[config.mk]
export PLATFORM = sky130hd
export DESIGN_NAME = tbus_arbiter
export DESIGN_NICKNAME = d
export VERILOG_FILES = /design/src/rtl/tbus_pkg.sv /design/src/rtl/tbus_arb_sel.sv /design/src/rtl/tbus_arbiter.sv
export SDC_FILE = /design/constraint.sdc
export NUM_CORES = 1
export LEC_CHECK = 0
export ABC_AREA = 1
export BUFFER_PORTS_ARGS = -buffer_cell sky130_fd_sc_hd__buf_2
export CELL_PAD_IN_SITES_DETAIL_PLACEMENT = 1
export CELL_PAD_IN_SITES_GLOBAL_PLACEMENT = 2
export CORE_AREA = 2 2 304 306
export DETAILED_ROUTE_END_ITERATION = 10
export DIE_AREA = 0 0 306 308
export MAX_ROUTING_LAYER = met4
export PLACE_DENSITY = 0.46
export SLEW_MARGIN = 20
export SYNTH_ARGS = -nofsm -noshare
export SYNTH_HDL_FRONTEND = slang
export SYNTH_HIERARCHICAL = 1
export SYNTH_SLANG_ARGS = --single-unit
[constraint.sdc]
create_clock -name clock -period 1.9 [get_ports clock]
set_clock_uncertainty 0.05 [all_clocks]
set_input_delay 0.38 -clock clock [delete_from_list [all_inputs] [get_ports clock]]
set_output_delay 0.38 -clock clock [all_outputs]
set_load 0.02 [all_outputs]
[src/rtl/tbus_pkg.sv]
// Shared types and constants for the dcache tbus arbiter.
package tbus_pkg;

  typedef enum logic [1:0] {
    IDLE = 2'd0,
    REQ  = 2'd1,
    WAIT = 2'd2
  } tbus_arb_state_t;

  typedef enum logic {
    OWN_LDU = 1'b0,
    OWN_SQ  = 1'b1
  } tbus_owner_t;

  localparam logic [1:0] TBUS_OP_READ  = 2'd0;
  localparam logic [1:0] TBUS_OP_WRITE = 2'd1;

endpackage

[src/rtl/tbus_arb_sel.sv]
// Winner selection between ldu and sq, plus the anti-starvation streak counter.
module tbus_arb_sel
  import tbus_pkg::*;
#(
  parameter int STARVE_LIMIT = 4
) (
  input  logic        clock,
  input  logic        reset_n,
  input  logic        ldu_valid,
  input  logic        sq_valid,
  input  logic        accept,
  input  tbus_owner_t accept_owner,
  output tbus_owner_t winner
);

  localparam int STREAK_W = $clog2(STARVE_LIMIT + 1);
  localparam logic [STREAK_W-1:0] LIMIT = STREAK_W'(STARVE_LIMIT);

  logic [STREAK_W-1:0] ld_streak;

  // Loads win by default; a waiting store wins when alone or once loads have used up their streak.
  always_comb begin
    winner = OWN_LDU;
    if (sq_valid && (!ldu_valid || (ld_streak == LIMIT))) begin
      winner = OWN_SQ;
    end
  end

  // Count load grants taken while a store was waiting; updated only when dcache accepts.
  always_ff @(posedge clock) begin
    if (!reset_n) begin
      ld_streak <= '0;
    end else if (accept) begin
      if (accept_owner == OWN_SQ) begin
        ld_streak <= '0;
      end else if (sq_valid) begin
        if (ld_streak != LIMIT) begin
          ld_streak <= ld_streak + 1'b1;
        end
      end else begin
        ld_streak <= '0;
      end
    end
  end

endmodule

[src/rtl/tbus_arbiter.sv]
// Shares the single dcache tbus port between the load unit and the store-queue drain.
// One transaction in flight; the grant is held from index handshake until operation_done.
module tbus_arbiter
  import tbus_pkg::*;
#(
  parameter int ADDR_W       = 64,
  parameter int DATA_W       = 64,
  parameter int MASK_W       = 64,
  parameter int OPTYPE_W     = 2,
  parameter int STARVE_LIMIT = 4
) (
  input  logic                clock,
  input  logic                reset_n,
  // load unit
  input  logic                ldu_index_valid,
  output logic                ldu_index_ready,
  input  logic [ADDR_W-1:0]   ldu_index,
  input  logic [DATA_W-1:0]   ldu_write_data,
  input  logic [MASK_W-1:0]   ldu_write_mask,
  input  logic [OPTYPE_W-1:0] ldu_operation_type,
  output logic [DATA_W-1:0]   ldu_read_data,
  output logic                ldu_operation_done,
  // store-queue drain
  input  logic                sq_index_valid,
  output logic                sq_index_ready,
  input  logic [ADDR_W-1:0]   sq_index,
  input  logic [DATA_W-1:0]   sq_write_data,
  input  logic [MASK_W-1:0]   sq_write_mask,
  input  logic [OPTYPE_W-1:0] sq_operation_type,
  output logic [DATA_W-1:0]   sq_read_data,
  output logic                sq_operation_done,
  // dcache
  output logic                arb2dcache_index_valid,
  input  logic                arb2dcache_index_ready,
  output logic [ADDR_W-1:0]   arb2dcache_index,
  output logic [DATA_W-1:0]   arb2dcache_write_data,
  output logic [MASK_W-1:0]   arb2dcache_write_mask,
  output logic [OPTYPE_W-1:0] arb2dcache_operation_type,
  input  logic [DATA_W-1:0]   arb2dcache_read_data,
  input  logic                arb2dcache_operation_done,
  output logic                arb_busy
);

  tbus_arb_state_t state, state_nxt;
  tbus_owner_t     owner, winner;
  logic            own_valid;
  logic            accept;

  assign own_valid = (owner == OWN_SQ) ? sq_index_valid : ldu_index_valid;
  assign accept    = (state == REQ) && own_valid && arb2dcache_index_ready;
  assign arb_busy  = (state != IDLE);

  tbus_arb_sel #(
    .STARVE_LIMIT(STARVE_LIMIT)
  ) u_sel (
    .clock       (clock),
    .reset_n     (reset_n),
    .ldu_valid   (ldu_index_valid),
    .sq_valid    (sq_index_valid),
    .accept      (accept),
    .accept_owner(owner),
    .winner      (winner)
  );

  // State register; the owner is latched during the IDLE arbitration bubble.
  always_ff @(posedge clock) begin
    if (!reset_n) begin
      state <= IDLE;
      owner <= OWN_LDU;
    end else begin
      state <= state_nxt;
      if ((state == IDLE) && (ldu_index_valid || sq_index_valid)) begin
        owner <= winner;
      end
    end
  end

  // Next-state and request/response routing for the current owner.
  always_comb begin
    state_nxt                 = state;
    arb2dcache_index_valid    = 1'b0;
    arb2dcache_index          = '0;
    arb2dcache_write_data     = '0;
    arb2dcache_write_mask     = '0;
    arb2dcache_operation_type = '0;
    ldu_index_ready           = 1'b0;
    sq_index_ready            = 1'b0;
    ldu_read_data             = '0;
    sq_read_data              = '0;
    ldu_operation_done        = 1'b0;
    sq_operation_done         = 1'b0;
    case (state)
      IDLE: begin
        if (ldu_index_valid || sq_index_valid) begin
          state_nxt = REQ;
        end
      end
      REQ: begin
        if (owner == OWN_SQ) begin
          arb2dcache_index          = sq_index;
          arb2dcache_write_data     = sq_write_data;
          arb2dcache_write_mask     = sq_write_mask;
          arb2dcache_operation_type = sq_operation_type;
          sq_index_ready            = arb2dcache_index_ready;
        end else begin
          arb2dcache_index          = ldu_index;
          arb2dcache_write_data     = ldu_write_data;
          arb2dcache_write_mask     = ldu_write_mask;
          arb2dcache_operation_type = ldu_operation_type;
          ldu_index_ready           = arb2dcache_index_ready;
        end
        arb2dcache_index_valid = own_valid;
        if (accept) begin
          state_nxt = WAIT;
        end else if (!own_valid) begin
          // owner withdrew (load flush) before dcache took the request
          state_nxt = IDLE;
        end
      end
      WAIT: begin
        if (arb2dcache_operation_done) begin
          if (owner == OWN_SQ) begin
            sq_operation_done = 1'b1;
            sq_read_data      = arb2dcache_read_data;
          end else begin
            ldu_operation_done = 1'b1;
            ldu_read_data      = arb2dcache_read_data;
          end
          state_nxt = IDLE;
        end
      end
      default: state_nxt = IDLE;
    endcase
  end

endmodule

## Word-level counts from Yosys, hierarchy flattened

Cells that the tools add are included.

| word-level totals | value |
|---|---|
| register bits after elaboration | 6 |
| input bits | 458 |

| cells by class | value |
|---|---|
| $add $sub $neg | 1 |
| equality and inequality tests | 8 |
| multiplexer cells | 35 |
| reduce and logical (&&, ||, !) cells | 11 |

Operators with widths:

| kind | count |
|---|---|
| $mux 64 | 12 |
| $mux 1 | 13 |
| $mux 2 | 6 |
| $mux 3 | 3 |
| $ne 3x3->1 const B | 2 |
| $pmux 2 s3 | 1 |
| $logic_and 1x1->1 | 4 |
| $add 3x1->3 const B | 1 |
| $eq 3x3->1 const B | 1 |
| $ne 3x1->1 const B | 1 |
| $reduce_and 3->1 | 1 |
| $eq 2x1->1 const B | 1 |
| $eq 2x2->1 const B | 1 |
| $logic_not 2->1 | 1 |
| $logic_or 1x1->1 | 2 |
| $ne 2x1->1 const B | 1 |
| $ne 2x2->1 const B | 1 |
| $reduce_and 2->1 | 1 |
| $reduce_bool 2->1 | 1 |
| $logic_not 1->1 | 1 |

## Depth between registers and ports, before layout

Gate-level depths: netlist (run 1).

| depth | value |
|---|---|
| depth after elaboration | 5 |
| depth in mapped cells | 10 |
| mapped depth without buffers | 9 |

## Hierarchy

Netlist (run 1), hierarchy kept.

By module, submodules not included:

| module | instances | cells an instance | area each (µm²) |
|---|---|---|---|
| tbus_arbiter | 1 | 889 | 3983.8 |
| tbus_arb_sel | 1 | 32 | 215.2 |

## Least setup slack after synthesis (run 1)

Ideal clock, no wire load.

| timing path | value |
|---|---|
| path kind | register -> output |
| start | register owner |
| end | output port sq_index_ready |
| arrival time | 1.265 ns |
| data required time | 1.470 ns |
| setup slack | 0.205 ns |
| cell stages (with the launch flop) | 5 |
| buffers on the path | 2 |
| cells stage by stage | dfxtp_1 > buf_6 > inv_4 > clkbuf_1 > nor3_1 |

| on the way | value |
|---|---|
| word-level cells in the longest chain between the ends | 2 |

Ends and longest elaborated chain:

| element | RTL line | text |
|---|---|---|
| start, declared | tbus_arbiter.sv:45 | `tbus_owner_t owner, winner;` |
| start signal, assigned | tbus_arbiter.sv:73 | `owner <= winner;` |
| $mux 1 | tbus_arbiter.sv:99 | `if (owner == OWN_SQ) begin` |
| $mux 1 | tbus_arbiter.sv:92 | `case (state)` |
| end, declared | tbus_arbiter.sv:25 | `output logic sq_index_ready,` |

Every way passes these cells.

## Worst setup path after layout (run 1)

| timing path | value |
|---|---|
| start | register owner |
| end | output port sq_read_data[54] |

| on the way | value |
|---|---|
| word-level cells in the longest chain between the ends | 3 |

Ends and longest elaborated chain:

| element | RTL line | text |
|---|---|---|
| $mux 64 | tbus_arbiter.sv:122 | `if (owner == OWN_SQ) begin` |
| $mux 64 | tbus_arbiter.sv:121 | `if (arb2dcache_operation_done) begin` |
| $mux 64 | tbus_arbiter.sv:92 |  |
| end, declared | tbus_arbiter.sv:30 | `output logic [DATA_W-1:0] sq_read_data,` |

Every way passes these cells.

==> flow_summary.ini, run 1 <==
[status]
status = finished with violations
violations = setup timing

[setup_path]
critPathCaptureType = output pin
reg2reg_slack_ns = 0.23
ff2ff_path_depth = 10
path_max_fanout = 16
r2r_end = u_sel/ld_streak[2]$_SDFFE_PN0P_
cp-startpoint = owner$_SDFFE_PN0P_
cp.required_ns = 1.47
path_class = register to output pin
r2r_start = owner$_SDFFE_PN0P_
cp.arrival_ns = 1.60
cp-start-kind = register
cp-endpoint = sq_read_data[54]

[cells_and_area]
final_util_pct = 12.5
layout-drive-gt1-share_pct = 58.0
syn_to_final_growth_pct = 172
final_cell_count_no_fill = 2915
fillers = 11400
nets = 2186

[logic_synthesis]
synth_edf_count = 0
synthMuxAreaShare_pct = 0
synthArstFlopShare_pct = 0
synth_fa_ha_area_share_pct = 0.596
synth-simple-area-share_pct = 53.0
syn_avg_cell_area_sq_um = 4.56
synth_area_sq_um = 4200
synthTopCellsByCount = nand2_1 (405), a21oi_1 (200), nor2_1 (86), inv_1 (80), nor2_2 (47)
synth_top_family_by_area = simple AND/OR/NAND/NOR gates
syn_nets = 1381
synth.most_common_cell = nand2_1
synth_top_area_share_pct = 36.2
synth_ff_type = dfxtp_1
synth_compound_area_share_pct = 23.8
yosysWarningCount = 6
synthTopCellsByArea = nand2_1 (36%), a21oi_1 (24%), nor2_1 (7.7%)
synthCells = 921
synth_xor_area_share_pct = 0
yosysSeqAreaShare_pct = 2.86
yosysTopAreaCell = nand2_1
synth_cell_types = 20
synth_seq_cells = 6

[floorplan]
row_count = 111
die_h_um = 308
io-pin-count = 786
start_util_pct = 4.62
die_x_um = 306
fp.dieArea_sq_um = 94200
core-area_sq_um = 91000

[global_routing]
antenna_found_initial = 9
grt_pass1_wl_um = 61300
groute.usage.overall_pct = 8.92
grt_pass1_vias = 9744
overflow = 0
grt_max_degree = 45

[sta]
fin_hold_ws_ns = 0.392
slew_violations = 0
slew_headroom_pct = 78.6
fin_ws_ns = -0.125
period_share_pct = 107
setup_viol = 278
fmax_mhz = 494
worst_pin_slew_ns = 0.321
rsz0062_at_grt = yes
hold_violations = 0
period_needed_ns = 2.03

[route]
dr_total_vias = 9082
routed_wl_um = 45200
drtPass1Iterations = 6
via_per_inst = 3.12
wire_per_inst_um = 15.5
drc = 0
final_antenna_net_count = 0
drt_iter0_drc = 292

[hold_path]
min_path_type = input port to register
hold_depth = 3

[power_and_ir_drop]
vdd_drop_max_mv = 0.155
powerDensity_nw_per_um2 = 269
p_leak_nw = 6.31

[clock_tree]
clkTransAtPathRegs_ns = 0.04
htreeDepth = 1
clk_path_buf_depth = 2
cts_hold_buf = 0
clock-sinks = 6
cts_buffers = 3
worstSkewPairLatency_ns = 0.23
cts_tree = built
clock-root-buffer = clkbuf_16

[flow_run]
cap_violations = 0

[placement]
port_buffers = 785
place_inst = 2879
dp.final_hpwl_um = 37000
gp_congestion = 0.891
placed cells by master, fill, tap and decap left out, types with 3 or more instances in the layout:
cell,netlist,final
nor2_2,47,70
inv_1,80,79
buf_16,0,9
buf_8,0,3
a21oi_1,200,172
dfxtp_1,6,3
clkbuf_16,0,4
nand2_1,405,403
buf_6,13,56
buf_4,21,182
nor2_1,86,56
nand3_1,8,6
a21oi_4,0,3
a21oi_2,0,25
buf_12,0,20
bufbuf_16,0,3
buf_2,35,603
nor2_4,1,8
diode_2,0,4
worst min path at each step:
stage / start / to / slack (ns)
finish: reset_n / u_sel/ld_streak[1]$_SDFFE_PN0P_ / 0.39
detailed placement: u_sel/ld_streak[1]$_SDFFE_PN0P_ / u_sel/ld_streak[1]$_SDFFE_PN0P_ / 0.47
global route: reset_n / u_sel/ld_streak[1]$_SDFFE_PN0P_ / 0.41
floorplan: u_sel/ld_streak[1]$_SDFFE_PN0P_ / u_sel/ld_streak[1]$_SDFFE_PN0P_ / 0.43
global placement: u_sel/ld_streak[1]$_SDFFE_PN0P_ / u_sel/ld_streak[1]$_SDFFE_PN0P_ / 0.45
CTS: reset_n / u_sel/ld_streak[0]$_SDFFE_PN0P_ / 0.40
repair_timing:
action	4_1_cts	5_1_grt
endpoints found under the hold margin	0	0
resized for setup	254	92
cloned	8	1
pin swaps	6	3
endpoints found under the setup margin	303	327
setup buffers	20	1
report_power, final:
group / internal [mW] / switching [mW] / total, mW
clock: 0.280 / 0.0824 / 0.362
sequential: 0.133 / 0.0132 / 0.146
combinational: 1.11 / 1.46 / 2.56
total: 1.52 / 1.55 / 3.07
registers in the layout, summed over array words and instances, names as in the netlist:
| name | flops |
|---|---|
| owner | 1 |
| state | 2 |
| u_sel/ld_streak | 3 |
metal layers:
metal	GRT usage, %	routed length (um)
met5	-	0
met4	1.91	857
met3	1.23	2650
met2	17.2	24400
met1	9.62	17300
kinds of logic (layout without fill, tap and decap cells):
kind of cell,count (synthesis),count (layout)
fa+ha+maj,2,2
buf+inv,161,965
other cells,0,4
simple gates,552,552
flops,6,6
compound gates,200,200
final cells by class:
cell class	count	area (sq um)	share of cell area, %
timing repair inverter	1	16.3	0.143
timing repair buffer	877	5830	51.1
inverter	83	327	2.86
tap	1186	1480	13.0
antenna	4	10.0	0.0877
multi-input combinational	754	3530	31.0
sequential	6	129	1.13
clock buffer	4	78.8	0.691
critical path: stages (launching register included):
cell and delay (ns):
dfxtp_4 0.46, buf_8 0.18, nand3_4 0.08, buf_12 0.17, buf_6 0.17, nor2_1 0.11
buf_4 0.15
per-stage QoR:
step	power (mW)	cell area [sq um]	setup TNS [ns]	setup slack, ns
3_5_place_dp	2.39	9860	-0.0899	-0.0842
6_report	3.07	11400	-14.32	-0.125
5_1_grt	3.31	11400	-35.95	-0.194
3_3_place_gp	2.38	9860	-0.104	-0.104
4_1_cts	3.06	11100	-19.77	-0.128
2_1_floorplan	1.22	4200	0	0.205
(Power assumes the default switching activity.)
==> inputs of run 2 (changes only) <==
--- a/config.mk
+++ b/config.mk
@@ -13,8 +13,7 @@
 export DETAILED_ROUTE_END_ITERATION = 10
 export DIE_AREA = 0 0 306 308
 export MAX_ROUTING_LAYER = met4
-export PLACE_DENSITY = 0.46
-export SLEW_MARGIN = 20
+export PLACE_DENSITY = 0.48
 export SYNTH_ARGS = -nofsm -noshare
 export SYNTH_HDL_FRONTEND = slang
 export SYNTH_HIERARCHICAL = 1
==> constraint.sdc (replaced) <==
create_clock -name clock -period 1.8 [get_ports clock]
set_clock_uncertainty 0.05 [all_clocks]
set_input_delay 0.18 -clock clock [delete_from_list [all_inputs] [get_ports clock]]
set_output_delay 0.18 -clock clock [all_outputs]
set_load 0.02 [all_outputs]
==> flow_summary.ini, run 2 (synthesized netlist as in run 1, its figures left out) <==
[floorplan]
die_h_um = 308
core-area_sq_um = 91000
row_count = 111
die_x_um = 306
io-pin-count = 786
fp.dieArea_sq_um = 94200
start_util_pct = 4.62

[cells_and_area]
final_common_cell = buf_2
syn_to_final_growth_pct = 215
reg_top3 = u_sel/ld_streak: 3 flops, state: 2 flops, owner: 1 flops
regMostFlops = u_sel/ld_streak
largest_reg_flops = 3
nets = 2205
layout-drive-gt1-share_pct = 64.1
layout_common_cells = buf_2 (525), nand2_1 (391), buf_4 (181), buf_6 (119), a21oi_1 (83)

[power_and_ir_drop]
powerDensity_nw_per_um2 = 293
p_leak_nw = 6.69
vdd_drop_max_mv = 0.186
p_total_mw = 3.87

[setup_path]
cp.required_ns = 1.57
cp-startpoint = state[1]$_SDFFE_PN0P_
cp-start-kind = register
path_max_fanout = 8
cp.arrival_ns = 1.67
r2r_start = state[1]$_SDFFE_PN0P_
path_class = register to output pin
critPathCaptureType = output pin

[global_routing]
groute.usage.overall_pct = 8.99
grt_pass1_wl_um = 62600
overflow = 0
antenna_found_initial = 7
grt_pass1_vias = 9939
grt_max_degree = 66

[clock_tree]
htreeDepth = 1
clkTransAtPathRegs_ns = 0.03
worstSkewPairLatency_ns = 0.23
clock-root-buffer = clkbuf_16
cts_hold_buf = 0
clock-sinks = 6
cts_tree = built
cts_buffers = 3
clk_path_buf_depth = 2

[hold_path]
min_path_type = input port to register
worstHoldStart = reset_n

[sta]
rsz0062_at_grt = yes
fmax_mhz = 527
slew_violations = 0
period_needed_ns = 1.90
period_share_pct = 105
slew_headroom_pct = 75.0
worst_pin_slew_ns = 0.376
fin_tns_setup_ns = -4.22
fin_ws_ns = -0.0968
setup_viol = 117
hold_violations = 0

[placement]
dp.final_hpwl_um = 37000
port_buffers = 785
gp_congestion = 0.844

[route]
routed_wl_um = 47700
via_per_inst = 3.19
drtPass1Iterations = 4
drc = 0
dr_total_vias = 9373
final_antenna_net_count = 0
wire_per_inst_um = 16.2
drt_iter0_drc = 334

[status]
status = finished with violations
violations = setup timing

[flow_run]
cap_violations = 0
-- run 2: cell count changes in the layout (fill, tap and decap cells not counted), moves of 11 or more --
| cell | previous run | this run |
|---|---|---|
| a21oi_4 | 3 | 45 |
| buf_2 | 603 | 525 |
| nand2_2 | 2 | 13 |
| nor2_2 | 70 | 44 |
| nand2_1 | 403 | 391 |
| buf_6 | 56 | 119 |
| a21oi_2 | 25 | 72 |
| nor2_4 | 8 | 26 |
| clkbuf_16 | 4 | 20 |
| a21oi_1 | 172 | 83 |
-- run 2: final cells by class --
class	instances	area [sq um]
sequential	6	126
multi-input combinational	755	4310
tap	1186	1480
inverter	83	328
fill	11200	77700
clock buffer	4	78.8
timing repair buffer	896	6900
antenna	6	15.0
-- run 2: final timing paths --
path / endpoint / slack, ns / cells past startpoint
worst min register to register: u_sel/ld_streak[1]$_SDFFE_PN0P_ / 0.47 / 2
worst min-delay path: u_sel/ld_streak[1]$_SDFFE_PN0P_ / 0.17 / 3
worst max-delay path: arb2dcache_write_mask[35] / -0.1 / 8
worst max register to register: u_sel/ld_streak[2]$_SDFFE_PN0P_ / 0.15 / 12
-- run 2: critical path, stage by stage (launching register included) --
cell and delay, ns:
dfxtp_2 0.34, clkinvlp_4 0.13, buf_6 0.15, nand2_8 0.13, buf_6 0.15, buf_16 0.15, clkbuf_16 0.17, a21oi_2 0.04
buf_4 0.16
-- run 2: timing repair --
action / in CTS / in global routing
setup buffers: 19 / 12
cloned: 10 / 17
pin swaps: 3 / 9
gates resized for setup: 365 / 318
endpoints found under the setup margin: 211 / 304
-- run 2: where the power goes --
group / switching, mW / internal [mW]
clock network: 0.0750 / 0.294
logic: 1.80 / 1.55
registers: 0.0146 / 0.140
total: 1.89 / 1.98
-- run 2: per-layer routing --
metal	vias to the layer above	GRT usage (%)	share of wire (%)
met2	459	17.7	56
met1	4387	9.23	37
met3	41	1.63	6.1
met5	-	-	0
li1	4486	-	-
met4	0	1.75	1.8
-- run 2: stage by stage --
stage	instances	utilization (%)	setup slack [ns]	area, sq um	hold slack (ns)
after floorplan	921	-	0.305	4200	0.251
after global placement	2876	10.8	0.00771	9810	0.410
after detailed placement	2876	10.8	0.00629	9810	0.414
after CTS	2906	12.6	-0.0892	11500	0.177
after global routing	2934	14.5	-0.158	13200	0.208
final	2936	14.5	-0.0968	13200	0.173
==> inputs of run 3 (changes only) <==
--- a/config.mk
+++ b/config.mk
@@ -9,11 +9,11 @@
 export BUFFER_PORTS_ARGS = -buffer_cell sky130_fd_sc_hd__buf_2
 export CELL_PAD_IN_SITES_DETAIL_PLACEMENT = 1
 export CELL_PAD_IN_SITES_GLOBAL_PLACEMENT = 2
-export CORE_AREA = 2 2 304 306
+export CORE_AREA = 10 10 295 297
 export DETAILED_ROUTE_END_ITERATION = 10
-export DIE_AREA = 0 0 306 308
+export DIE_AREA = 0 0 305 307
 export MAX_ROUTING_LAYER = met4
-export PLACE_DENSITY = 0.48
+export PLACE_DENSITY = 0.53
 export SYNTH_ARGS = -nofsm -noshare
 export SYNTH_HDL_FRONTEND = slang
 export SYNTH_HIERARCHICAL = 1
==> constraint.sdc (replaced) <==
create_clock -name clock -period 1.6 [get_ports clock]
set_clock_uncertainty 0.05 [all_clocks]
set_input_delay 0.16 -clock clock [delete_from_list [all_inputs] [get_ports clock]]
set_output_delay 0.16 -clock clock [all_outputs]
set_load 0.02 [all_outputs]
==> flow_summary.ini, run 3 (synthesized netlist as in run 1, its figures left out) <==
[sta]
slew_violations = 0
fmax_mhz = 543
rsz0062_at_grt = yes
period_needed_ns = 1.84
period_share_pct = 115
fin_ws_ns = -0.241
setup_viol = 327
fin_hold_ws_ns = 0.178
slew_headroom_pct = 76.7
hold_violations = 0
fin_tns_setup_ns = -48.79
worst_pin_slew_ns = 0.349

[clock_tree]
cts_hold_buf = 0
htreeDepth = 1
clock-sinks = 6
clkTransAtPathRegs_ns = 0.04
clock-root-buffer = clkbuf_16
cts_tree = built
worstSkewPairLatency_ns = 0.23
clk_path_buf_depth = 2
cts_buffers = 3

[route]
final_antenna_net_count = 0
via_per_inst = 3.33
wire_per_inst_um = 19.5
drt_iter0_drc = 373
drtPass1Iterations = 4
dr_total_vias = 9497
drc = 0
routed_wl_um = 55600

[placement]
place_inst = 2768
dp.final_hpwl_um = 45700
port_buffers = 785
gp_congestion = 0.915
dpl_cell_area_sq_um = 9790
dp_slack_ns = -0.152

[floorplan]
io-pin-count = 786
start_util_pct = 5.16
die_x_um = 305
row_count = 105
core-area_sq_um = 81300
fp.dieArea_sq_um = 93600
die_h_um = 307

[status]
status = finished with violations
violations = setup timing

[setup_path]
cp-start-kind = register
path_class = register to output pin
cp.required_ns = 1.39
critPathCaptureType = output pin
cp.arrival_ns = 1.63
path_max_fanout = 9

[cells_and_area]
reg_top3 = u_sel/ld_streak: 3 flops, state: 2 flops, owner: 1 flops
syn_to_final_growth_pct = 208
largest_reg_flops = 3
layout-drive-gt1-share_pct = 63.1
final_cell_count_no_fill = 2849
nets = 2231
regMostFlops = u_sel/ld_streak
final_common_cell = buf_2
fin_area_sq_um = 12900
layout_common_cells = buf_2 (582), nand2_1 (377), buf_4 (153), a21oi_1 (128), buf_6 (108)
final_util_pct = 15.9

[power_and_ir_drop]
vdd_drop_max_mv = 0.184
p_total_mw = 4.24
p_leak_nw = 6.86
powerDensity_nw_per_um2 = 328

[global_routing]
grt_max_degree = 66
overflow = 0
grt_pass1_wl_um = 75400
grt_pass1_vias = 10800
groute.usage.overall_pct = 11.0
antenna_found_initial = 14

[hold_path]
min_path_type = input port to register

[flow_run]
cap_violations = 0
run 3: layout make-up:
type,count,area [sq um]
well taps,1070,1340
multi-input cells,756,4060
diodes,9,22.5
clock buffers,4,78.8
fillers,10100,68400
inverters,83,322
repair buffers,921,6960
flip-flops and latches,6,129
run 3: worst paths after layout:
path,from,to,slack (ns),cells after the start
worst max-delay path,owner$_SDFFE_PN0P_,sq_read_data[46],-0.24,7
worst min-delay path,reset_n,u_sel/ld_streak[1]$_SDFFE_PN0P_,0.18,3
worst max register to register,owner$_SDFFE_PN0P_,u_sel/ld_streak[2]$_SDFFE_PN0P_,0.02,10
worst min register to register,u_sel/ld_streak[2]$_SDFFE_PN0P_,u_sel/ld_streak[2]$_SDFFE_PN0P_,0.48,4
run 3: worst max-delay path, stage by stage (launching register included):
cell	delay, ns
dfxtp_4	0.42
buf_12	0.13
buf_12	0.14
nand3_4	0.08
buf_12	0.16
clkbuf_16	0.18
nor2_2	0.07
buf_2	0.18
run 3: where the power goes:
| part | total (mW) | internal, mW | switching [mW] | leakage (nW) |
|---|---|---|---|---|
| logic | 3.64 | 1.67 | 1.97 | 6.77 |
| clock network | 0.430 | 0.332 | 0.0978 | 0.0382 |
| registers | 0.172 | 0.158 | 0.0146 | 0.0507 |
run 3: timing repair:
action / in CTS / in global routing
buffers inserted: 33 / 9
pin swaps: 20 / 20
cloned: 18 / 9
setup endpoints to repair: 328 / 330
resized for setup: 345 / 219
run 3: layer usage:
layer	wire length [um]	GRT usage [%]	vias to the layer above
li1	-	-	4553
met1	21300	11.2	4432
met2	29400	20.4	470
met3	4150	3.48	42
met4	775	2.09	0
met5	0	-	-
